--- config.mk ---
export PLATFORM = sky130hd
export DESIGN_NAME = serial_add_ctrl
export DESIGN_NICKNAME = d
export VERILOG_FILES = /design/src/rtl/serial_add_ctrl_pkg.sv /design/src/rtl/serial_add_ctrl_full_adder.sv /design/src/rtl/serial_add_ctrl.sv
export SDC_FILE = /design/constraint.sdc
export NUM_CORES = 1
export LEC_CHECK = 0
export ABC_AREA = 1
export ABC_CLOCK_PERIOD_IN_PS = 1140
export BUFFER_PORTS_ARGS = -buffer_cell sky130_fd_sc_hd__buf_2
export CORE_MARGIN = 1
export CORE_UTILIZATION = 45
export DETAILED_ROUTE_END_ITERATION = 12
export PLACE_DENSITY = 0.69
export SYNTH_ARGS = -nofsm -noshare
export SYNTH_HDL_FRONTEND = slang
export SYNTH_HIERARCHICAL = 1
export SYNTH_SLANG_ARGS = --single-unit
--- constraint.sdc ---
create_clock -name clk -period 1.14 [get_ports clk]
set_input_delay 0.057 -clock clk [delete_from_list [all_inputs] [get_ports clk]]
set_output_delay 0.057 -clock clk [all_outputs]
set_load 0.005 [all_outputs]
--- src/rtl/serial_add_ctrl_pkg.sv ---
// Shared definitions for the bit-serial adder controller: FSM state encoding.
package serial_add_ctrl_pkg;

  localparam int unsigned STATE_W = 2;

  typedef enum logic [STATE_W-1:0] {
    S_IDLE = 2'd0,
    S_RUN  = 2'd1,
    S_DONE = 2'd2
  } state_e;

endpackage

--- src/rtl/serial_add_ctrl_full_adder.sv ---
// Single-bit full adder; the only arithmetic element of the serial adder.
module full_adder (
  input  logic A,
  input  logic B,
  input  logic Cin,
  output logic sum,
  output logic cout
);

  assign sum  = A ^ B ^ Cin;
  assign cout = (A & B) | (Cin & (A ^ B));

endmodule

--- src/rtl/serial_add_ctrl.sv ---
// Bit-serial adder controller: LSB-first addition through one full adder,
// one bit per RUN cycle, with registered result, carry, busy and done.
module serial_add_ctrl
  import serial_add_ctrl_pkg::*;
#(
  parameter int unsigned WIDTH = 8
) (
  input  logic             clk,
  input  logic             rst,
  input  logic             start,
  input  logic [WIDTH-1:0] a,
  input  logic [WIDTH-1:0] b,
  input  logic             cin,
  output logic             busy,
  output logic             done,
  output logic [WIDTH-1:0] sum,
  output logic             cout
);

  localparam int unsigned CNT_W = $clog2(WIDTH) + 1;

  state_e             state_q, state_d;
  logic [WIDTH-1:0]   a_q, a_d;
  logic [WIDTH-1:0]   b_q, b_d;
  logic [WIDTH-1:0]   res_q, res_d;
  logic [WIDTH-1:0]   sum_q, sum_d;
  logic [CNT_W-1:0]   cnt_q, cnt_d;
  logic               carry_q, carry_d;
  logic               cout_q, cout_d;
  logic               busy_q, busy_d;
  logic               done_q, done_d;
  logic               fa_sum;
  logic               fa_cout;

  full_adder u_fa (
    .A    (a_q[0]),
    .B    (b_q[0]),
    .Cin  (carry_q),
    .sum  (fa_sum),
    .cout (fa_cout)
  );

  always_ff @(posedge clk or posedge rst) begin
    if (rst) begin
      state_q <= S_IDLE;
      a_q     <= '0;
      b_q     <= '0;
      res_q   <= '0;
      sum_q   <= '0;
      cnt_q   <= '0;
      carry_q <= 1'b0;
      cout_q  <= 1'b0;
      busy_q  <= 1'b0;
      done_q  <= 1'b0;
    end else begin
      state_q <= state_d;
      a_q     <= a_d;
      b_q     <= b_d;
      res_q   <= res_d;
      sum_q   <= sum_d;
      cnt_q   <= cnt_d;
      carry_q <= carry_d;
      cout_q  <= cout_d;
      busy_q  <= busy_d;
      done_q  <= done_d;
    end
  end

  // Next-state and datapath update; start is only honoured from IDLE.
  always_comb begin
    state_d = state_q;
    a_d     = a_q;
    b_d     = b_q;
    res_d   = res_q;
    sum_d   = sum_q;
    cnt_d   = cnt_q;
    carry_d = carry_q;
    cout_d  = cout_q;
    unique case (state_q)
      S_IDLE: begin
        if (start) begin
          a_d     = a;
          b_d     = b;
          carry_d = cin;
          cnt_d   = '0;
          state_d = S_RUN;
        end
      end
      S_RUN: begin
        a_d     = {1'b0, a_q[WIDTH-1:1]};
        b_d     = {1'b0, b_q[WIDTH-1:1]};
        res_d   = {fa_sum, res_q[WIDTH-1:1]};
        carry_d = fa_cout;
        cnt_d   = cnt_q + CNT_W'(1);
        if (cnt_q == CNT_W'(WIDTH - 1)) begin
          state_d = S_DONE;
          sum_d   = res_d;
          cout_d  = fa_cout;
        end
      end
      S_DONE:  state_d = S_IDLE;
      default: state_d = S_IDLE;
    endcase
    busy_d = (state_d != S_IDLE);
    done_d = (state_q == S_DONE);
  end

  assign busy = busy_q;
  assign done = done_q;
  assign sum  = sum_q;
  assign cout = cout_q;

endmodule

==> results.yml <==
worst_setup_path:
  cp_cell_sequence: "fa_1, nand2_1, o21ai_1"
  cp-start-kind: "flop"
  worstReg2RegStart: "a_q[0]$_DFFE_PP0P_"
  worstPathMaxFanout: 2
  rrSetupSlack_ps: -20
  slowest_delay_ps: 570
  critical_path_buf_inv_count: 0
  critPathArrivalTime_ps: 1380
  cp-end-kind: "flop"
  critPathKind: "reg2reg"
  reg2reg_to: "res_q[7]$_DFFE_PP0P_"
  worstPathRequired_ps: 1370
  cp_slowest_cell: "fa_1"
  rr_worst_depth: 3
  crit_family: "adder cells"
detailed_routing:
  wl_met3_um: 144
  drc: 0
  wl_met2_mm: 1.934
  drt-pass1-iter-count: 4
  drt_iter0_drc: 87
  finalWirelength_mm: 3.805
  viasPerCell: 4.974
  antenna_left: 0
  wirelength_met1_mm: 1.680
  vias: 1522
  wl_per_cell_um: 12.43
  maxUsedRoutingLayer: "met4"
timing:
  slew_headroom_pct: 83.93
  setup_viol: 1
  setup_tns_ps: -17.77
  min_period_over_period_pct: 101.6
  grt_setup_unrepaired: "yes"
  max_freq_ghz: 0.8637
  period_needed_ps: 1158
  finalMaxSlewViolations: 0
  fin_skew_ps: 4.321
  hold_violations: 0
  fin_ws_ps: -17.77
  hold-worst-slack_ps: 219.9
  worst_pin_slew_ps: 241.0
die:
  die_x_um: 64.46
  start_util_pct: 47.59
  io_pins: 31
  die_h_um: 64.46
  dieArea_um2: 4154
  num_rows: 22
  core_area_um2: 3689
grt:
  grt_pass1_wl_mm: 6.548
  antenna_found_initial: 0
  gr-usage-all-layers_pct: 21.02
  grt_pass1_vias: 1450
  grt_max_degree: 42
  grt_remaining_overflow: 0
job:
  maxCapViolCount: 0
power_and_ir_drop:
  clkPwrFrac_pct: 20.0
  p_leak_nw: 1.232
  switchingPower_mw: 2.142
  comb_power_share_pct: 38.8
  p_seq_share_pct: 41.2
  swShare_pct: 35.46
  intPower_mw: 3.898
  ir_worst_vdd_mv: 1.093
  p_per_area_nw_per_um2: 2487
hold_path:
  min_to: "busy$_DFF_PP0_"
  min_from: "start"
  min_path_cells: 4
  hold_path_class: "in2reg"
clock_network:
  clock-sinks: 41
  cts_tree: "done"
  numCtsBuffers: 5
  clkLatencyLatePin_ps: 290
  clkTransAtPathRegs_ps: 80
  htree_levels: 2
  cts_buffer_depth: 2
  cts-root-buf: "clkbuf_8"
synth:
  synthDistinctLibCells: 19
  yosys_warnings: 6
  synth.area.top_cells: "dfrtp_1 (58%), nand2_1 (18%), nand3_1 (11%)"
  synth_compound_area_share_pct: 1.782
  ys_dominant_reg_cell: "dfrtp_1"
  synth_top_family_by_area: "simple AND/OR/NAND/NOR gates"
  yosys_register_bits: 41
  synthAdderAreaFrac_pct: 1.853
  synth_most_common_cell: "nand2_1"
  synthMuxAreaShare_pct: 0
  yosys.area_share.simple_pct: 32.86
  ys_seq_area_share_pct: 58.45
  async_flop_share_pct: 100.0
  syn_area_um2: 1755
  synth.largest_area_cell: "dfrtp_1"
  synth_common_cells: "nand2_1 (85), dfrtp_1 (41), nand3_1 (38), buf_6 (4), nor2_1 (4)"
  synth_cells: 194
  synth_top_area_share_pct: 58.45
  synth_nets: 216
  synthXorXnorAreaFrac_pct: 0
  synth-edff-count: 0
  syn_area_per_cell_um2: 9.049
status:
  violations: "negative setup slack"
  status: "finished, violations left"
cells_and_area:
  drive_above_1_share_pct: 25.97
  fillCellCount: 306
  fin_util_pct: 65.84
  multiInputGateArea_um2: 698.2
  ff_latch_area_um2: 1027
  nets: 279
  syn2layout_area_growth_pct: 38.35
  antenna_cells: 0
placed_design:
  place.gp.congestion: 0.7242
  hpwlAfterDp_mm: 2.265
  io_buffers: 30
[layout by cell type (no fill, tap or decap), types with 3 or more instances in the layout]
cell	count
nand2_1	84
dfrtp_1	40
nand3_1	37
buf_2	30
dlygate4sd3_1	18
buf_4	10
clkbuf_8	6
nor2_4	4
buf_12	4
inv_1	3
nor2_1	3
[how the worst max path moves through the flow]
| stage | endpoint | slack, ps | start | cells after the start |
|---|---|---|---|---|
| CTS | res_q[7]$_DFFE_PP0P_ | 0.001 | carry_q$_DFFE_PP0P_ | 3 |
| global route | res_q[7]$_DFFE_PP0P_ | -70 | a_q[0]$_DFFE_PP0P_ | 3 |
| finish | res_q[7]$_DFFE_PP0P_ | -20 | a_q[0]$_DFFE_PP0P_ | 3 |
| detailed placement | cout$_DFFE_PP0P_ | -7 | cnt_q[1]$_DFFE_PP0P_ | 6 |
| global placement | res_q[7]$_DFFE_PP0P_ | 3 | a_q[0]$_DFFE_PP0P_ | 3 |
| floorplan | res_q[7]$_DFFE_PP0P_ | 30 | a_q[0]$_DFFE_PP0P_ | 3 |
[worst min-delay path, stage by stage]
cell     delay (ps)
buf_2           100
nand2_4          70
buf_12          150
nand2_1          90
[metal layers]
metal | vias to the layer above | track usage (%)
met4 | 0 | 5.833
met2 | 38 | 35.13
met1 | 724 | 26.67
met5 | - | 0
li1 | 754 | -
met3 | 6 | 5.810
[state kept, by name, summed over array words and instances (netlist names)]
name     count
state_q      2
carry_q      1
sum          8
cnt_q        4
done         1
res_q        7
cout         1
b_q          8
a_q          8
busy         1
[power by group through the flow]
stage	clock network [mW]	logic [mW]	registers (mW)
2_1_floorplan	0	1.40	2.44
3_3_place_gp	0	2.07	2.46
3_5_place_dp	0	2.10	2.46
4_1_cts	1.24	2.19	2.45
5_1_grt	1.29	2.65	2.57
6_report	1.21	2.34	2.49
[through the flow]
step	cell area (µm²)	cells	power, mW	worst slack (ps)
2_1_floorplan	1758	194	3.834	25.45
3_3_place_gp	2056	278	4.528	3.425
3_5_place_dp	2056	278	4.566	-7.139
4_1_cts	2366	304	5.870	0.001110
5_1_grt	2429	306	6.510	-66.49
6_report	2429	306	6.040	-17.77
[cells by family (layout without fill, tap and decap cells)]
| kind of cell | after synthesis | in the layout |
|---|---|---|
| fa+ha+maj | 2 | 2 |
| buf+inv | 13 | 76 |
| flops | 41 | 41 |
| simple gates | 133 | 134 |
| compound gates | 5 | 5 |
[repair_timing]
| item | CTS | global route |
|---|---|---|
| setup endpoints to repair | 10 | 14 |
| setup buffers | 0 | 1 |
| cloned | 0 | 1 |
| pin swaps | 2 | 6 |
| gates resized for setup | 3 | 11 |
| hold endpoints to repair | 58 | 0 |
| hold buffers | 18 | 0 |
[area by class of cell]
class | count | share of cell area [%]
flip-flops and latches | 41 | 42.30
multi-input cells | 141 | 28.75
repair buffers | 63 | 20.45
clock buffers | 6 | 3.400
well taps | 48 | 2.473
clock inverters | 2 | 1.546
inverters | 5 | 1.082
Power figures use the tool's default switching activity.
